--- config.mk ---
export PLATFORM = sky130hd
export DESIGN_NAME = score_counter
export DESIGN_NICKNAME = d
export VERILOG_FILES = /design/src/rtl/score_counter_pkg.sv /design/src/rtl/score_counter_seg7_decode.sv /design/src/rtl/score_counter.sv
export SDC_FILE = /design/constraint.sdc
export NUM_CORES = 1
export LEC_CHECK = 0
export CAP_MARGIN = 20
export CORE_UTILIZATION = 56
export DETAILED_ROUTE_END_ITERATION = 8
export GPL_TIMING_DRIVEN = 0
export PLACE_DENSITY_LB_ADDON = 0.3
export SKIP_CTS_REPAIR_TIMING = 1
export SLEW_MARGIN = 15
export SYNTH_ARGS = -nofsm -noshare
export SYNTH_HDL_FRONTEND = slang
export SYNTH_SLANG_ARGS = --single-unit
--- constraint.sdc ---
create_clock -name CLK -period 3.3 [get_ports CLK]
set_input_delay 0.495 -clock CLK [delete_from_list [all_inputs] [get_ports CLK]]
set_output_delay 0.495 -clock CLK [all_outputs]
set_load 0.005 [all_outputs]
--- src/rtl/score_counter_pkg.sv ---
// Shared constants and BCD helpers for the score counter and its seven-segment decoder.
package score_counter_pkg;

   localparam int          DIGIT_W       = 4;
   localparam logic [15:0] MAX_SCORE_BCD = 16'h9999;

   // Active-low {dp,g,f,e,d,c,b,a}
   localparam logic [7:0] SEG_0     = 8'hC0;
   localparam logic [7:0] SEG_1     = 8'hF9;
   localparam logic [7:0] SEG_2     = 8'hA4;
   localparam logic [7:0] SEG_3     = 8'hB0;
   localparam logic [7:0] SEG_4     = 8'h99;
   localparam logic [7:0] SEG_5     = 8'h92;
   localparam logic [7:0] SEG_6     = 8'h82;
   localparam logic [7:0] SEG_7     = 8'hF8;
   localparam logic [7:0] SEG_8     = 8'h80;
   localparam logic [7:0] SEG_9     = 8'h90;
   localparam logic [7:0] SEG_BLANK = 8'hFF;

   function automatic logic [15:0] bcd_inc(input logic [15:0] v);
      logic [15:0] r;
      logic        carry;
      r     = v;
      carry = 1'b1;
      for (int i = 0; i < 4; i++) begin
         if (carry) begin
            if (v[i*DIGIT_W +: DIGIT_W] == 4'd9) begin
               r[i*DIGIT_W +: DIGIT_W] = 4'd0;
            end else begin
               r[i*DIGIT_W +: DIGIT_W] = v[i*DIGIT_W +: DIGIT_W] + 4'd1;
               carry = 1'b0;
            end
         end
      end
      return r;
   endfunction

   // First differing digit, most significant first, decides the order.
   function automatic logic bcd_gt(input logic [15:0] a, input logic [15:0] b);
      logic gt;
      logic done;
      gt   = 1'b0;
      done = 1'b0;
      for (int i = 3; i >= 0; i--) begin
         if (!done && (a[i*DIGIT_W +: DIGIT_W] != b[i*DIGIT_W +: DIGIT_W])) begin
            gt   = a[i*DIGIT_W +: DIGIT_W] > b[i*DIGIT_W +: DIGIT_W];
            done = 1'b1;
         end
      end
      return gt;
   endfunction

endpackage

--- src/rtl/score_counter_seg7_decode.sv ---
// Combinational BCD digit to active-low seven-segment pattern; non-BCD codes blank.
module seg7_decode
   import score_counter_pkg::*;
(
   input  logic [DIGIT_W-1:0] digit,
   output logic [7:0]         seg
);

   always_comb begin
      seg = SEG_BLANK;
      case (digit)
         4'd0: seg = SEG_0;
         4'd1: seg = SEG_1;
         4'd2: seg = SEG_2;
         4'd3: seg = SEG_3;
         4'd4: seg = SEG_4;
         4'd5: seg = SEG_5;
         4'd6: seg = SEG_6;
         4'd7: seg = SEG_7;
         4'd8: seg = SEG_8;
         4'd9: seg = SEG_9;
         default: seg = SEG_BLANK;
      endcase
   end

endmodule

--- src/rtl/score_counter.sv ---
// Frame-paced BCD score counter with 4-digit multiplexed seven-segment output.
// High-score storage and the show_high mux exist only when SCORE_HISCORE_EN is defined.
module score_counter
   import score_counter_pkg::*;
#(
   parameter int FRAMES_PER_POINT = 6,
   parameter int SCAN_DIV_BITS    = 17
) (
   input  logic        CLK,
   input  logic        RESET,
   input  logic        fresh,
   input  logic        game_status,
   input  logic        show_high,
   output logic [15:0] score_bcd,
   output logic [15:0] high_bcd,
   output logic [7:0]  seg,
   output logic [3:0]  an
);

   logic                     fresh_q;
   logic                     status_q;
   logic [7:0]               frame_cnt;
   logic [SCAN_DIV_BITS-1:0] scan_cnt;
   logic [1:0]               idx;

   logic        tick, run_start, run_end;
   logic [15:0] disp_bcd;
   logic [3:0]  sel_digit;
   logic        blank;
   logic [7:0]  dec_seg;

   // vs falling edge marks the start of vertical blanking
   assign tick      = fresh_q & ~fresh;
   assign run_start = game_status & ~status_q;
   assign run_end   = ~game_status & status_q;

   always_ff @(posedge CLK) begin
      if (RESET) begin
         fresh_q   <= 1'b0;
         status_q  <= 1'b0;
         frame_cnt <= 8'd0;
         score_bcd <= 16'h0000;
      end else begin
         fresh_q  <= fresh;
         status_q <= game_status;
         if (run_start) begin
            frame_cnt <= 8'd0;
            score_bcd <= 16'h0000;
         end else if (game_status && tick) begin
            if (frame_cnt == 8'(FRAMES_PER_POINT - 1)) begin
               frame_cnt <= 8'd0;
               if (score_bcd != MAX_SCORE_BCD) score_bcd <= bcd_inc(score_bcd);
            end else begin
               frame_cnt <= frame_cnt + 8'd1;
            end
         end
      end
   end

`ifdef SCORE_HISCORE_EN
   always_ff @(posedge CLK) begin
      if (RESET) high_bcd <= 16'h0000;
      else if (run_end && bcd_gt(score_bcd, high_bcd)) high_bcd <= score_bcd;
   end
   assign disp_bcd = show_high ? high_bcd : score_bcd;
`else
   logic unused_hiscore;
   assign unused_hiscore = show_high ^ run_end;
   assign high_bcd       = 16'h0000;
   assign disp_bcd       = score_bcd;
`endif

   always_ff @(posedge CLK) begin
      if (RESET) begin
         scan_cnt <= '0;
         idx      <= 2'd0;
      end else begin
         scan_cnt <= scan_cnt + 1'b1;
         if (&scan_cnt) idx <= idx + 2'd1;
      end
   end

   assign sel_digit = disp_bcd[{idx, 2'b00} +: DIGIT_W];

   // A digit is blanked while it and every higher digit are zero; ones always shows.
   always_comb begin
      blank = 1'b0;
      case (idx)
         2'd3: blank = (disp_bcd[15:12] == 4'd0);
         2'd2: blank = (disp_bcd[15:8]  == 8'd0);
         2'd1: blank = (disp_bcd[15:4]  == 12'd0);
         default: blank = 1'b0;
      endcase
   end

   seg7_decode u_dec (
      .digit (sel_digit),
      .seg   (dec_seg)
   );

   always_ff @(posedge CLK) begin
      if (RESET) begin
         seg <= SEG_BLANK;
         an  <= 4'hF;
      end else begin
         seg <= blank ? SEG_BLANK : dec_seg;
         an  <= ~(4'b0001 << idx);
      end
   end

endmodule

==> results of run 1 <==
worst paths after layout:
path	from	slack, ns	endpoint	depth (start not counted)
max	game_status	1.20	score_bcd[7]$_SDFFE_PP0P_	6
min	scan_cnt[0]$_SDFF_PP0_	0.47	scan_cnt[0]$_SDFF_PP0_	1
max reg2reg	idx[0]$_SDFFE_PP0P_	1.40	seg[3]$_SDFF_PP1_	6
min reg2reg	scan_cnt[0]$_SDFF_PP0_	0.47	scan_cnt[0]$_SDFF_PP0_	1
cells in the mapped netlist, types with 3 or more instances:
cell | n | share of area, %
sky130_fd_sc_hd__nor4_1 | 3 | 0.64
sky130_fd_sc_hd__mux4_2 | 3 | 2.3
sky130_fd_sc_hd__clkbuf_1 | 4 | 0.51
sky130_fd_sc_hd__nand2_1 | 23 | 3.0
sky130_fd_sc_hd__nand4_1 | 10 | 2.1
sky130_fd_sc_hd__nand2b_1 | 5 | 1.1
sky130_fd_sc_hd__xnor2_1 | 16 | 4.8
sky130_fd_sc_hd__dfxtp_1 | 56 | 38
sky130_fd_sc_hd__a31oi_1 | 3 | 0.64
sky130_fd_sc_hd__buf_4 | 17 | 4.4
sky130_fd_sc_hd__nor3_1 | 5 | 0.86
sky130_fd_sc_hd__nor2_1 | 48 | 6.2
sky130_fd_sc_hd__o21ai_0 | 5 | 0.86
sky130_fd_sc_hd__ha_1 | 14 | 6.0
sky130_fd_sc_hd__and3_1 | 5 | 1.1
sky130_fd_sc_hd__nand3_1 | 9 | 1.5
sky130_fd_sc_hd__nor2b_1 | 6 | 1.3
sky130_fd_sc_hd__xor2_1 | 14 | 4.2
sky130_fd_sc_hd__a21oi_1 | 11 | 1.9
sky130_fd_sc_hd__inv_1 | 12 | 1.5
sky130_fd_sc_hd__mux2i_1 | 6 | 2.1
sky130_fd_sc_hd__buf_2 | 4 | 0.69
layer usage:
metal,part of all wire (%),track usage [%],wire length [um],up-vias
li1,-,-,-,1154
met5,0,0,0,-
met3,4.9,4.88,255,10
met1,47,26.7,2440,1057
met4,1.7,8.33,91,0
met2,47,33.1,2440,60
cells by family after synthesis:
kind of cell               share of synthesized area [%]
other                                              0.257
muxes                                               5.28
xor gates and xnor gates                            9.01
AOI/OAI and AO/OA                                   7.12
and+or+nand+nor                                     26.3
buffers and inverters                               7.64
adders and majority gates                           6.01
DFF                                                 38.4
per-stage QoR:
stage	total power (W)	std cells	hold WS [ns]	worst slack, ns
final	0.00113	439	0.473	1.20
after global placement	0.000765	431	0.444	0.903
after detailed placement	0.000767	431	0.451	0.906
after floorplan	0.000747	335	0.430	1.53
after global routing	0.00119	439	0.489	1.11
after CTS	0.00114	439	0.475	1.23
sequential cells by signal, indices dropped and copies added (netlist names):
| register | cells |
|---|---|
| scan_cnt | 17 |
| score_bcd | 16 |
| frame_cnt | 8 |
| seg | 7 |
| an | 4 |
| idx | 2 |
| fresh_q | 1 |
| status_q | 1 |
power breakdown:
part           leakage [nW]  switching, W  internal [W]
sequential            0.455    0.00000529      0.000685
clock                0.0485      0.000231      0.000153
combinational         0.788     0.0000299     0.0000316
total                  1.29      0.000266      0.000869
area by class of cell:
class / instances / area [sq um]
Inverter: 12 / 45.0
Sequential cell: 56 / 1120
Multi-Input combinational cell: 240 / 1630
Clock buffer: 5 / 68.8
Fill cell: 420 / 1440
Buffer: 27 / 178
Tap cell: 67 / 83.8
Timing Repair Buffer: 29 / 290
Clock inverter: 3 / 22.5
critical path, stage by stage:
cell and delay [ns]:
sky130_fd_sc_hd__clkdlybuf4s50_1 0.54, sky130_fd_sc_hd__and4b_1 0.36, sky130_fd_sc_hd__nand3_2 0.14, sky130_fd_sc_hd__or4b_1 0.54, sky130_fd_sc_hd__a21oi_2 0.17, sky130_fd_sc_hd__nor3_2 0.06
==> flow_metrics.env, run 1 <==
export IMPL_clock_fmax_mhz=476
export IMPL_cp_data_arrival_time_ns=2.31
export IMPL_post_route_util_pct=70.5
export IMPL_cts_root_to_sink_buffers=2
export IMPL_post_route_min_period_ns=2.10
export IMPL_p_leak_nw=1.29
export IMPL_global_route_wire_length_before_repair_mm=8.79
export IMPL_final_design_area_no_fill_sq_um=3440
export IMPL_grt_start_max_net_pins=19
export IMPL_worst_slew_pin_transition_ns=0.581
export IMPL_floorplan_die_width_um=74.2
export IMPL_ys_ff_latch=56
export IMPL_unrepaired_setup_endpoints_after_global_routing="no"
export IMPL_dpl_hpwl_mm=3.85
export IMPL_finalWirelength_mm=5.23
export IMPL_synth_edf_count=0
export IMPL_die_extent_in_y_um=74.2
export IMPL_total_global_routing_overflow=0
export IMPL_htreeDepth=2
export IMPL_syn_cell_area_sq_um=2920
export IMPL_mostFrequentLayoutCell="sky130_fd_sc_hd__dfxtp_1"
export IMPL_buffer_ports_inserted=29
export IMPL_groute_usage_overall_pct=20.6
export IMPL_layout_common_cells="56 x sky130_fd_sc_hd__dfxtp_1, 48 x sky130_fd_sc_hd__nor2_1, 29 x sky130_fd_sc_hd__clkdlybuf4s50_1"
export IMPL_drc=0
export IMPL_layout_drive_gt1_share_pct=12.9
export IMPL_row_count=25
export IMPL_outcome="completed"
export IMPL_areaGrowthSynthToFinish_pct=17.9
export IMPL_drv_slew=0
export IMPL_cellPowerDensity_nw_per_um2=330
export IMPL_placedInstanceArea_sq_um=3350
export IMPL_yosysSeqAreaShare_pct=38.4
export IMPL_worstPathRequired_ns=3.51
export IMPL_peakVddDrop_mv=0.266
export IMPL_clock_root_buffer="sky130_fd_sc_hd__clkbuf_8"
export IMPL_critPathLaunchType="input port"
export IMPL_worst_slew_margin_rel_pct=60.9
export IMPL_clock_skew_final_ns=0.00310
export IMPL_timing_final_crit_share_pct=63.7
export IMPL_floorplan_initialDensity_pct=59.8
export IMPL_synth_async_sr_flop_share_pct=0
export IMPL_layout_nets=390
export IMPL_hold_path_class="reg2reg"
export IMPL_critPathMaxFanout=6
export IMPL_finalSetupTns_ns=0
export IMPL_timing_max_cap_violations=0
export IMPL_clk_insertion_delay_late_ns=0.31
export IMPL_detailedRoute_firstPassIterationCount=4
export IMPL_number_of_cts_inserted_buffers=5
export IMPL_globalplace_congestion=0.812
export IMPL_drt_iter0_drc=87
export IMPL_report_final_setup_viol=0
export IMPL_timing_worst_setup_path_type="in2reg"
export IMPL_insertedDiodeCount=0
export IMPL_yosysUniqueCellTypes=54
export IMPL_via_count=2281
export IMPL_finalHoldViolCount=0
export IMPL_synthesis_area_per_instance_sq_um=9.11
export IMPL_top_level_ports=49
export IMPL_grt_pass1_vias=1985
export IMPL_route_detailed_wl_per_inst_um=11.9
export IMPL_floorplan_core_area_sq_um=4880
export IMPL_route_antenna_remaining_nets=0
export IMPL_path_clk_slew_ns=0.10
export IMPL_cts_sinks=56
export IMPL_fp_dieArea_sq_um=5500
export IMPL_clock_tree_from_tritoncts="built"
export IMPL_vias_per_cell=5.20
export IMPL_postSynthCellCount=320
export IMPL_postSynth_topFlopCell="sky130_fd_sc_hd__dfxtp_1"
export IMPL_grt_antenna_before_repair=0
export IMPL_setup_worst_path_end_class="flop"
export IMPL_synthesis_yosys_warnings=0
(Power assumes the default switching activity.)
==> inputs of run 2 (changes only) <==
--- a/config.mk
+++ b/config.mk
@@ -6,7 +6,7 @@
 export NUM_CORES = 1
 export LEC_CHECK = 0
 export CAP_MARGIN = 20
-export CORE_UTILIZATION = 56
+export CORE_UTILIZATION = 53
 export DETAILED_ROUTE_END_ITERATION = 8
 export GPL_TIMING_DRIVEN = 0
 export PLACE_DENSITY_LB_ADDON = 0.3
==> constraint.sdc (replaced) <==
create_clock -name CLK -period 2 [get_ports CLK]
set_input_delay 0.3 -clock CLK [delete_from_list [all_inputs] [get_ports CLK]]
set_output_delay 0.3 -clock CLK [all_outputs]
set_load 0.005 [all_outputs]
==> run 2 against run 1 <==
Effect of this change:
- combinational power grew 64%
- worst setup slack lost 1.1 ns
- sequential power grew 65%
- non-clock buffer count grew 2
- core utilization shrank 3.6 points
- clock skew grew 0.0028 ns
- register-to-register slack lost 1.3 ns
- cell area grew 1.2%
- largest power group unchanged
==> flow_metrics.env, run 2 (synthesis results as in run 1) <==
export IMPL_clock_fmax_mhz=526
export IMPL_grt_pass1_vias=1992
export IMPL_insertedDiodeCount=0
export IMPL_drv_slew=0
export IMPL_worst_slew_pin_transition_ns=0.633
export IMPL_finalWirelength_mm=5.40
export IMPL_share_clk_of_total_power_pct=33.6
export IMPL_htreeDepth=2
export IMPL_die_extent_in_y_um=76.2
export IMPL_via_count=2273
export IMPL_floorplan_die_width_um=76.2
export IMPL_peakVddDrop_mv=0.323
export IMPL_fp_dieArea_sq_um=5800
export IMPL_p_sw_share_pct=23.3
export IMPL_detailedRoute_firstPassIterationCount=4
export IMPL_final_cell_count_without_fillers=444
export IMPL_final_design_area_no_fill_sq_um=3480
export IMPL_clock_tree_from_tritoncts="built"
export IMPL_areaGrowthSynthToFinish_pct=19.3
export IMPL_critPathLaunchType="flop"
export IMPL_placed_cells=434
export IMPL_vias_per_cell=5.12
export IMPL_worstHoldStart="RESET"
export IMPL_row_count=26
export IMPL_cellPowerDensity_nw_per_um2=536
export IMPL_grt_use_met1_pct=24.3
export IMPL_cts_root_to_sink_buffers=2
export IMPL_p_seq_share_pct=61.0
export IMPL_hold_end="scan_cnt[16]$_SDFF_PP0_"
export IMPL_busiest_layer_in_global_routing="met2"
export IMPL_timing_final_crit_share_pct=95.0
export IMPL_unrepaired_setup_endpoints_after_global_routing="yes"
export IMPL_timing_max_cap_violations=0
export IMPL_clock_root_buffer="sky130_fd_sc_hd__clkbuf_8"
export IMPL_layout_nets=392
export IMPL_critPathMaxFanout=10
export IMPL_timing_worst_setup_path_type="reg2reg"
export IMPL_route_detailed_wl_per_inst_um=12.2
export IMPL_total_global_routing_overflow=0
export IMPL_setup_worst_path_end_class="flop"
export IMPL_worst_slew_margin_rel_pct=57.4
export IMPL_cp_data_arrival_time_ns=2.11
export IMPL_groute_layer_met2_usage_pct=31.3
export IMPL_dpl_hpwl_mm=3.89
export IMPL_groute_usage_overall_pct=19.3
export IMPL_post_route_util_pct=66.9
export IMPL_outcome="completed"
export IMPL_power_internal_w=0.00143
export IMPL_power_after_layout_w=0.00187
export IMPL_grt_antenna_before_repair=0
export IMPL_layout_drive_gt1_share_pct=14.7
export IMPL_post_route_min_period_ns=1.90
export IMPL_worstPathRequired_ns=2.21
export IMPL_report_final_setup_viol=0
export IMPL_top_level_ports=49
export IMPL_met3_usage_pct=4.07
export IMPL_floorplan_core_area_sq_um=5200
export IMPL_mostFrequentLayoutCell="sky130_fd_sc_hd__dfxtp_1"
export IMPL_register_name_with_the_most_flops="scan_cnt"
export IMPL_globalplace_congestion=0.844
export IMPL_placedInstanceArea_sq_um=3350
export IMPL_drt_iter0_drc=108
export IMPL_reg_top3="scan_cnt x17, score_bcd x16, frame_cnt x8"
export IMPL_worst_r2r_setup_slack_ns=0.10
export IMPL_worst_r2r_cell_count=6
export IMPL_layout_common_cells="54 x sky130_fd_sc_hd__dfxtp_1, 48 x sky130_fd_sc_hd__nor2_1, 29 x sky130_fd_sc_hd__clkdlybuf4s50_1"
export IMPL_p_leak_nw=1.30
export IMPL_floorplan_initialDensity_pct=56.0
export IMPL_hold_path_class="in2reg"
export IMPL_clock_skew_final_ns=0.00595
export IMPL_flip_flop_count_of_the_largest_register_all_copies_and_words_added=17
export IMPL_route_antenna_remaining_nets=0
export IMPL_finalHoldViolCount=0
export IMPL_drc=0
export IMPL_crit_reg2reg_launch="score_bcd[9]$_SDFFE_PP0P_"
export IMPL_path_clk_slew_ns=0.10
export IMPL_buffer_ports_inserted=29
export IMPL_power_switching_w=0.000434
export IMPL_grt_start_max_net_pins=18
export IMPL_r2r_end="score_bcd[10]$_SDFFE_PP0P_"
export IMPL_cts_sinks=56
export IMPL_global_route_wire_length_before_repair_mm=9.00
export IMPL_hold_path_cell_count=2
export IMPL_number_of_cts_inserted_buffers=5
export IMPL_clk_insertion_delay_late_ns=0.31
export IMPL_share_of_total_power_in_combinational_logic_pct=5.4
==> run 2: cell types whose count changed in the layout (fill, tap and decap cells not counted), moves of 2 or more <==
cell / delta
sky130_fd_sc_hd__buf_2: -3
sky130_fd_sc_hd__buf_4: +4
sky130_fd_sc_hd__dfxtp_1: -2
sky130_fd_sc_hd__dfxtp_2: +2
==> run 2: layer usage <==
metal / vias up / wire length [um]
li1: 1162 / -
met1: 1046 / 2500
met2: 59 / 2590
met3: 6 / 213
met4: 0 / 96
met5: - / 0
==> run 2: worst max-delay path by stage <==
stage               cells past startpoint                          to                 startpoint
detailed placement                      6   score_bcd[7]$_SDFFE_PP0P_                game_status
finish                                  6  score_bcd[10]$_SDFFE_PP0P_  score_bcd[9]$_SDFFE_PP0P_
floorplan                               6           seg[3]$_SDFF_PP1_        idx[1]$_SDFFE_PP0P_
global placement                        6   score_bcd[7]$_SDFFE_PP0P_                game_status
CTS                                     6           seg[3]$_SDFF_PP1_        idx[1]$_SDFFE_PP0P_
global route                            6   score_bcd[3]$_SDFFE_PP0P_  score_bcd[9]$_SDFFE_PP0P_
==> run 2: power groups by stage <==
stage	combinational (W)	sequential [W]	clock (W)
floorplan	0.0000677	0.00116	0
global placement	0.0000981	0.00116	0
detailed placement	0.0000999	0.00116	0
CTS	0.000100	0.00114	0.000648
global route	0.000113	0.00114	0.000685
finish	0.000101	0.00114	0.000627
==> run 2: layout make-up <==
type | instances | area (sq um)
Fill cell | 431 | 1720
Multi-Input combinational cell | 240 | 1650
Sequential cell | 56 | 1120
Timing Repair Buffer | 31 | 305
Buffer | 27 | 185
Tap cell | 70 | 87.6
Clock buffer | 6 | 72.6
Inverter | 12 | 45.0
Clock inverter | 2 | 16.3
==> run 2: stage by stage <==
step | setup slack [ns] | setup TNS [ns] | hold WS [ns]
2_1_floorplan | 0.232 | 0 | 0.428
5_1_grt | -0.0146 | -0.0236 | 0.385
6_report | 0.100 | 0 | 0.353
3_3_place_gp | -0.187 | -0.634 | 0.442
3_5_place_dp | -0.224 | -1.15 | 0.455
4_1_cts | 0.0448 | 0 | 0.348
==> run 2: critical path: stages (launching register included) <==
cell	delay, ns
sky130_fd_sc_hd__dfxtp_1	0.33
sky130_fd_sc_hd__buf_6	0.14
sky130_fd_sc_hd__or3b_4	0.42
sky130_fd_sc_hd__nor4_4	0.41
sky130_fd_sc_hd__nor3_4	0.11
sky130_fd_sc_hd__buf_4	0.17
sky130_fd_sc_hd__a31o_2	0.22
==> inputs of run 3 (changes only) <==
--- a/config.mk
+++ b/config.mk
@@ -6,10 +6,13 @@
 export NUM_CORES = 1
 export LEC_CHECK = 0
 export CAP_MARGIN = 20
-export CORE_UTILIZATION = 53
+export CELL_PAD_IN_SITES_DETAIL_PLACEMENT = 1
+export CELL_PAD_IN_SITES_GLOBAL_PLACEMENT = 1
+export CORE_UTILIZATION = 40
 export DETAILED_ROUTE_END_ITERATION = 8
 export GPL_TIMING_DRIVEN = 0
 export PLACE_DENSITY_LB_ADDON = 0.3
+export SETUP_SLACK_MARGIN = 0.2
 export SKIP_CTS_REPAIR_TIMING = 1
 export SLEW_MARGIN = 15
 export SYNTH_ARGS = -nofsm -noshare
==> run 3 against run 2 <==
Effect of this change:
- cell area rose by 8.9%
- die area increased by 32%
- non-clock buffer count is 13 higher
- critical path type unchanged
- critical endpoint is now seg[4]$_SDFF_PP1_
- largest cell class unchanged
- highest routed layer unchanged
==> flow_metrics.env, run 3 (synthesis results as in run 1) <==
export IMPL_worstHoldStart="fresh"
export IMPL_area_sequential_sq_um=1140
export IMPL_route_detailed_wl_per_inst_um=14.3
export IMPL_clock_root_buffer="sky130_fd_sc_hd__clkbuf_8"
export IMPL_timing_worst_setup_path_type="reg2reg"
export IMPL_clk_insertion_delay_late_ns=0.32
export IMPL_htreeDepth=2
export IMPL_flip_flop_count_of_the_largest_register_all_copies_and_words_added=17
export IMPL_clock_tree_from_tritoncts="built"
export IMPL_via_count=2403
export IMPL_floorplan_initialDensity_pct=42.2
export IMPL_hold_path_cell_count=2
export IMPL_grt_antenna_before_repair=0
export IMPL_top_level_ports=49
export IMPL_row_count=30
export IMPL_detailedRoute_firstPassIterationCount=4
export IMPL_timing_final_crit_share_pct=91.6
export IMPL_global_route_wire_length_before_repair_mm=10.7
export IMPL_finalWirelength_mm=6.93
export IMPL_worstPathRequired_ns=2.20
export IMPL_critPathMaxFanout=6
export IMPL_peakVddDrop_mv=0.450
export IMPL_unrepaired_setup_endpoints_after_global_routing="yes"
export IMPL_final_design_area_no_fill_sq_um=3790
export IMPL_groute_usage_overall_pct=18.0
export IMPL_grt_start_max_net_pins=18
export IMPL_route_antenna_remaining_nets=0
export IMPL_setup_worst_path_end_class="flop"
export IMPL_r2r_end="seg[4]$_SDFF_PP1_"
export IMPL_globalplace_congestion=0.774
export IMPL_layout_filler_cells=811
export IMPL_hold_end="fresh_q$_SDFF_PP0_"
export IMPL_hold_worst_slack_ns=0.274
export IMPL_post_route_util_pct=54.9
export IMPL_die_extent_in_y_um=87.4
export IMPL_floorplan_die_width_um=87.4
export IMPL_timing_max_cap_violations=0
export IMPL_drv_slew=0
export IMPL_vias_per_cell=4.98
export IMPL_cts_sinks=56
export IMPL_grt_pass1_vias=2338
export IMPL_post_route_min_period_ns=1.83
export IMPL_areaGrowthSynthToFinish_pct=30.0
export IMPL_crit_path_top_delay_cell="sky130_fd_sc_hd__mux4_2"
export IMPL_cts_root_to_sink_buffers=2
export IMPL_drt_iter0_drc=85
export IMPL_buffer_ports_inserted=29
export IMPL_cp_data_arrival_time_ns=2.03
export IMPL_number_of_cts_inserted_buffers=5
export IMPL_clock_skew_final_ns=0.0146
export IMPL_register_name_with_the_most_flops="scan_cnt"
export IMPL_multiInputGateArea_sq_um=1750
export IMPL_fp_dieArea_sq_um=7640
export IMPL_total_global_routing_overflow=0
export IMPL_cpPeakStageDelay_ns=0.59
export IMPL_cp_buffers_inverters=2
export IMPL_worst_r2r_setup_slack_ns=0.17
export IMPL_crit_reg2reg_launch="idx[1]$_SDFFE_PP0P_"
export IMPL_insertedDiodeCount=0
export IMPL_layout_nets=405
export IMPL_hold_path_class="in2reg"
export IMPL_cellPowerDensity_nw_per_um2=530
export IMPL_floorplan_core_area_sq_um=6910
export IMPL_reg_top3="scan_cnt x17, score_bcd x16, frame_cnt x8"
export IMPL_report_final_setup_viol=0
export IMPL_finalHoldViolCount=0
export IMPL_finalSetupTns_ns=0
export IMPL_final_setup_margin_ns=0.168
export IMPL_layout_common_cells="48 x sky130_fd_sc_hd__nor2_1, 43 x sky130_fd_sc_hd__dfxtp_1, 32 x sky130_fd_sc_hd__buf_4"
export IMPL_path_clk_slew_ns=0.11
export IMPL_critPathLaunchType="flop"
export IMPL_timing_critical_path_cells="buf_6 -> mux4_2 -> inv_2 -> ha_4 -> a21oi_1 -> o21ai_0 -> nand2_1"
export IMPL_layout_drive_gt1_share_pct=25.1
export IMPL_clock_fmax_mhz=546
export IMPL_placedInstanceArea_sq_um=3380
export IMPL_mostFrequentLayoutCell="sky130_fd_sc_hd__nor2_1"
export IMPL_worst_slew_margin_rel_pct=60.5
export IMPL_worst_slew_pin_transition_ns=0.592
export IMPL_p_leak_nw=1.42
export IMPL_drc=0
export IMPL_dpl_hpwl_mm=4.80
export IMPL_outcome="completed"
export IMPL_dp_worst_setup_slack_ns=-0.228
export IMPL_critical_path_top_delay_family="multiplexers"
export IMPL_worst_r2r_cell_count=7
run 3: cell types whose count changed in the layout (fill, tap and decap cells not counted), moves of 2 or more:
cell	change
sky130_fd_sc_hd__clkbuf_1	-2
sky130_fd_sc_hd__o21ai_1	+2
sky130_fd_sc_hd__dfxtp_1	-11
sky130_fd_sc_hd__dlymetal6s2s_1	+2
sky130_fd_sc_hd__clkdlybuf4s50_1	-2
sky130_fd_sc_hd__o21ai_0	-2
sky130_fd_sc_hd__a21oi_4	+2
sky130_fd_sc_hd__buf_4	+11
sky130_fd_sc_hd__dfxtp_2	+9
sky130_fd_sc_hd__nor4_1	-2
sky130_fd_sc_hd__dfxtp_4	+2
sky130_fd_sc_hd__a21oi_1	-3
sky130_fd_sc_hd__buf_6	+5
sky130_fd_sc_hd__nor4_4	+2
run 3: layout make-up:
| cell class | instances | share of cell area [%] |
|---|---|---|
| clock inverters | 3 | 1.12 |
| plain buffers | 27 | 5.35 |
| flip-flops and latches | 56 | 30.1 |
| clock buffers | 5 | 1.82 |
| inverters | 12 | 1.19 |
| well taps | 96 | 3.17 |
| multi-input cells | 240 | 46.3 |
| repair buffers | 44 | 11.0 |
run 3: worst max path at each step:
stage                                            to                      start  slack [ns]  depth (start not counted)
after floorplan                   seg[3]$_SDFF_PP1_        idx[1]$_SDFFE_PP0P_        0.23                          6
after global placement    score_bcd[7]$_SDFFE_PP0P_                game_status       -0.21                          6
after detailed placement  score_bcd[7]$_SDFFE_PP0P_                game_status       -0.23                          6
after CTS                         seg[3]$_SDFF_PP1_        idx[1]$_SDFFE_PP0P_        0.05                          6
after global routing      score_bcd[4]$_SDFFE_PP0P_  score_bcd[9]$_SDFFE_PP0P_        0.10                          7
final                             seg[4]$_SDFF_PP1_        idx[1]$_SDFFE_PP0P_        0.17                          7
run 3: where the power goes:
| part | internal [W] | switching [W] | leakage, nW | total, W |
|---|---|---|---|---|
| clock network | 0.000372 | 0.000397 | 0.0541 | 0.000769 |
| registers | 0.00113 | 0.00000860 | 0.462 | 0.00114 |
| logic | 0.0000526 | 0.0000530 | 0.909 | 0.000106 |
| total | 0.00155 | 0.000459 | 1.42 | 0.00201 |
run 3: per-stage QoR:
| stage | power, W | std cells |
|---|---|---|
| after detailed placement | 0.00127 | 460 |
| after CTS | 0.00203 | 468 |
| after global routing | 0.00209 | 483 |
| after floorplan | 0.00123 | 335 |
| final | 0.00201 | 483 |
| after global placement | 0.00126 | 460 |
run 3: routing by layer:
layer / wire, um / vias to the layer above / GRT usage, % / share of wire [%]
li1: - / 1183 / - / -
met5: 0 / - / 0 / 0
met4: 68 / 0 / 5.96 / 0.98
met2: 3570 / 41 / 31.3 / 51
met1: 3090 / 1171 / 21.7 / 45
met3: 208 / 8 / 4.17 / 3.0
